==> src/rtl/dec_gray2bin_pipe.sv <==
// Streaming Gray-to-binary decoder with valid/ready pipeline and a +0/+1 step checker.
// The prefix XOR is split MSB-first across STAGES registers; err_cnt saturates.
module dec_gray2bin_pipe #(
    parameter int WIDTH  = 10,
    parameter int STAGES = 2
) (
    input  logic             clk,
    input  logic             rst,
    input  logic             in_valid,
    output logic             in_ready,
    input  logic [WIDTH-1:0] in_gray,
    output logic             out_valid,
    input  logic             out_ready,
    output logic [WIDTH-1:0] out_bin,
    output logic             out_step_err,
    output logic [15:0]      err_cnt
);

    localparam int SLICE = (WIDTH + STAGES - 1) / STAGES;

    // Lowest bit index that is fully decoded once stage s (1-based) has been applied.
    function automatic int slice_lo(input int s);
        int lo;
        lo = WIDTH - s * SLICE;
        if (lo < 0) lo = 0;
        return lo;
    endfunction

    // Decode bits [top-1:lo]; bits at/above top are already binary, bits below lo stay Gray.
    function automatic logic [WIDTH-1:0] dec_slice(input logic [WIDTH-1:0] w,
                                                   input int lo, input int top);
        logic [WIDTH-1:0] r;
        r = w;
        for (int i = WIDTH - 2; i >= 0; i--) begin
            if (i >= lo && i < top) r[i] = r[i+1] ^ w[i];
        end
        return r;
    endfunction

    logic [WIDTH-1:0] stg_q [STAGES];
    logic [WIDTH-1:0] stg_d [STAGES];
    logic [STAGES-1:0] vld_q;
    logic [STAGES-1:0] vld_d;
    logic [WIDTH-1:0] prev_bin_q;
    logic [WIDTH-1:0] prev_bin_d;
    logic             have_prev_q;
    logic             have_prev_d;
    logic [15:0]      err_cnt_q;
    logic [15:0]      err_cnt_d;
    logic             en;
    logic [WIDTH-1:0] step_diff;

    assign out_bin   = stg_q[STAGES-1];
    assign out_valid = vld_q[STAGES-1];
    assign en        = !out_valid | out_ready;
    assign in_ready  = en;
    assign err_cnt   = err_cnt_q;

    // Subtraction wraps naturally at WIDTH bits, so max->0 yields a step of one.
    assign step_diff    = out_bin - prev_bin_q;
    assign out_step_err = out_valid & have_prev_q & (step_diff > WIDTH'(1));

    always_comb begin
        stg_d = stg_q;
        vld_d = vld_q;
        if (en) begin
            stg_d[0] = dec_slice(in_gray, slice_lo(1), WIDTH);
            vld_d[0] = in_valid;
            for (int s = 1; s < STAGES; s++) begin
                stg_d[s] = dec_slice(stg_q[s-1], slice_lo(s + 1), slice_lo(s));
                vld_d[s] = vld_q[s-1];
            end
        end
    end

    always_comb begin
        prev_bin_d  = prev_bin_q;
        have_prev_d = have_prev_q;
        err_cnt_d   = err_cnt_q;
        if (out_valid && out_ready) begin
            prev_bin_d  = out_bin;
            have_prev_d = 1'b1;
            if (out_step_err && (err_cnt_q != 16'hFFFF)) err_cnt_d = err_cnt_q + 16'd1;
        end
    end

    always_ff @(posedge clk) begin
        if (rst) begin
            for (int s = 0; s < STAGES; s++) stg_q[s] <= '0;
            vld_q       <= '0;
            prev_bin_q  <= '0;
            have_prev_q <= 1'b0;
            err_cnt_q   <= '0;
        end else begin
            stg_q       <= stg_d;
            vld_q       <= vld_d;
            prev_bin_q  <= prev_bin_d;
            have_prev_q <= have_prev_d;
            err_cnt_q   <= err_cnt_d;
        end
    end

endmodule

==> config.mk <==
export PLATFORM = sky130hd
export DESIGN_NAME = dec_gray2bin_pipe
export DESIGN_NICKNAME = d
export VERILOG_FILES = /design/src/rtl/dec_gray2bin_pipe.sv
export SDC_FILE = /design/constraint.sdc
export NUM_CORES = 1
export LEC_CHECK = 0
export CAP_MARGIN = 5
export CORE_MARGIN = 2
export CORE_UTILIZATION = 39
export DETAILED_ROUTE_END_ITERATION = 16
export GPL_TIMING_DRIVEN = 0
export PLACE_DENSITY_LB_ADDON = 0.05
export SLEW_MARGIN = 20
export SYNTH_ARGS = -nofsm -noshare
export SYNTH_HDL_FRONTEND = slang
export SYNTH_SLANG_ARGS = --single-unit
==> constraint.sdc <==
create_clock -name clk -period 4.27 [get_ports clk]
set_input_delay 1.0675 -clock clk [delete_from_list [all_inputs] [get_ports clk]]
set_output_delay 1.0675 -clock clk [all_outputs]
set_load 0.02 [all_outputs]
==> impl_metrics.yaml <==
critical_path:
  cp-start-kind: "register"
  crit_type: "reg2out"
  slowest_delay_ns: 0.42
  arrival_ns: 3.03
  crit_buf_inv: 4
  r2r_cells: 14
  cp.depth: 12
  crit_top_cell: "inv_1"
  worstSetupEndpointType: "output port"
  crit_fanout: 4
  crit_family: "simple AND/OR/NAND/NOR gates"
  cp_slowest_cell: "fa_1"
  crit_required_ns: 3.20
  crit_chain: "inv_1 > ha_1 > inv_1 > fa_1 > xnor2_1 > o21ai_0 > a2111oi_2 > nand4_1 > nor4_4 > buf_6 > nor2_1 > dlygate4sd2_1"
drt:
  via_per_inst: 5.22
  wl_mm: 6.34
  wl_per_cell_um: 13.6
  routed-via-count: 2425
  ant_nets: 0
  dr.pass1.iters: 4
  drc_errors: 0
  drtIter0Drc: 152
logic_synthesis:
  yosys.cell_types.count: 47
  yosysSeqAreaShare_pct: 36.9
  synth_top_flop_cell: "dfxtp_1"
  syn_nets: 357
  synth_top_cell_by_area: "dfxtp_1"
  synth_edf_count: 0
  synthArstFlopShare_pct: 0
  yosys_warnings: 0
  syn_avg_cell_area_sq_um: 8.00
  synth.most_common_cell: "nand2_1"
  syn_area_sq_um: 2660
  synthTopCellsByArea: "dfxtp_1 (37%), nand2_1 (8.3%), a21oi_1 (7.0%)"
  netlist.area_leader.share_pct: 36.9
  ys_ff_latch: 49
  synth_cells: 332
  netlist_top_cells_count: "nand2_1 (59), dfxtp_1 (49), a21oi_1 (37)"
die:
  rows: 30
  start_util_pct: 39.7
  io_pins: 43
  die_h_um: 86.5
  fp.dieW_um: 86.5
  core_sq_um: 6680
  die_area_sq_um: 7480
cells_and_area:
  diodes: 0
  drive_gt1_share_pct: 7.53
  final_area_sq_um: 3330
  nets: 409
  syn_to_final_growth_pct: 25.3
clocking:
  cts_tree: "built"
  ctsHoldBuffers: 0
  cts-buffers-inserted: 5
  clk_latency_ns: 0.30
  clock_sinks: 49
  cts-root-buf: "clkbuf_8"
  clockBufferDepth: 2
  path_clk_slew_ns: 0.08
  h-tree-depth: 2
timing:
  fmax_mhz: 244
  setup_viol: 0
  clock_skew_ns: 0.0119
  hold_ws_ns: 0.456
  relSlewSlack_pct: 54.3
  worst_pin_slew_ns: 0.682
  min_period_ns: 4.09
  setup_slack_ns: 0.176
  finalHoldViolCount: 0
  fin_crit_sh_pct: 95.9
  drv_slew: 0
pwr:
  cellLeakagePower_uw: 0.00125
  power_frac_comb_pct: 27.0
  swShare_pct: 29.7
  clkPwrFrac_pct: 29.7
  power.switching_uw: 346
  power_uw: 1160
  power_density_nw_per_um2: 350
  p_int_uw: 818
  peakVddDrop_v: 0.000176
  p_seq_share_pct: 43.4
placed_design:
  place_ws_ns: -0.132
  placed_area_sq_um: 3180
  numPortBuffers: 42
  gp_routability_congestion: 0.753
  dpl.hpwl_mm: 4.68
global_route:
  antenna_found_initial: 0
  grt_pass1_vias: 2227
  global_route.overflow_total: 0
  use_met1_pct: 24.9
  grt_util_met2_pct: 27.3
  grt_use_total_pct: 17.6
  use_met3_pct: 3.14
  grt_pass1_wl_mm: 10.6
  busiest_layer: "met2"
  grt_max_degree: 15
hold_path:
  hp-class: "reg2reg"
  holdPathStages: 2
run_status:
  status: "finished, final reports clean"
flow_run:
  drv_cap: 0
==> cell families after synthesis <==
| family | count (synthesis) | share of synthesized area (%) |
|---|---|---|
| compound gates | 69 | 16.4 |
| xor+xnor | 13 | 4.29 |
| fa+ha+maj | 11 | 5.47 |
| buf+inv | 38 | 7.16 |
| flops | 49 | 36.9 |
| mux | 9 | 3.91 |
| simple gates | 143 | 25.8 |
==> tightest hold or removal path, stage by stage, from the launching register on <==
cell and delay (ns):
dfxtp_1 0.31, nand2_1 0.05, a21oi_1 0.05
==> cell type report <==
cell class	count	area [sq um]
flip-flops and latches	49	981
clock inverters	1	30.0
repair buffers	45	442
well taps	80	100
inverters	13	48.8
fillers	670	3360
plain buffers	25	148
multi-input cells	245	1490
clock buffers	7	86.3
==> path summary, 6_finish.rpt <==
kind                            slack, ns     startpoint       endpoint
worst max register to register       1.08     out_bin[0]     err_cnt[0]
worst min-delay path                 0.46  prev_bin_q[5]  prev_bin_q[5]
worst max-delay path                 0.18     out_bin[0]   out_step_err
worst min register to register       0.46  prev_bin_q[5]  prev_bin_q[5]
==> stage by stage <==
stage,cells,setup TNS (ns),util [%]
detailed placement,454,-0.132,47.5
CTS,464,0,49.7
finish,465,0,49.8
floorplan,332,0,-
global route,465,-0.00134,49.8
global placement,454,-0.152,47.5
==> state kept, by name, indices dropped and copies added, names as in the netlist <==
signal	count
stg_q	10
vld_q	2
out_bin	10
err_cnt	16
have_prev_q	1
prev_bin_q	10
==> power by group through the flow <==
stage               logic [uW]  clock network [uW]  registers (uW)
floorplan                  223                   0             508
global placement           299                   0             516
detailed placement         305                   0             516
CTS                        314                 356             505
global route               342                 373             509
finish                     314                 345             505
==> layout by cell type (no fill, tap or decap), drive strengths merged, types with 3 or more instances in the layout <==
cell type and n:
a211oi 7, a21o 4, a21oi 37, and3 3, buf 19, clkbuf 16, clkdlybuf4s50 41, dfxtp 49
ha 10, inv 13, mux2 8, nand2 59, nand3 7, nand4 6, nor2 31, nor2b 10
nor3 5, nor4 4, o21ai 6, o31ai 4, or3 5, or4 5, xnor2 6, xor2 7
==> layer usage <==
| metal | routed length [um] | vias to the layer above |
|---|---|---|
| met4 | 89 | 0 |
| met2 | 2840 | 51 |
| met3 | 281 | 8 |
| met1 | 3120 | 1115 |
| met5 | 0 | - |
| li1 | - | 1251 |
==> timing repair <==
| action | in CTS | in global routing |
|---|---|---|
| setup endpoints to repair | 1 | 1 |
| buffers inserted | 2 | 1 |
| resized for setup | 5 | 0 |
| endpoints found under the hold margin | 0 | 0 |
| pin swaps | 1 | 1 |
Note: power is estimated with default switching activity, not from simulation.
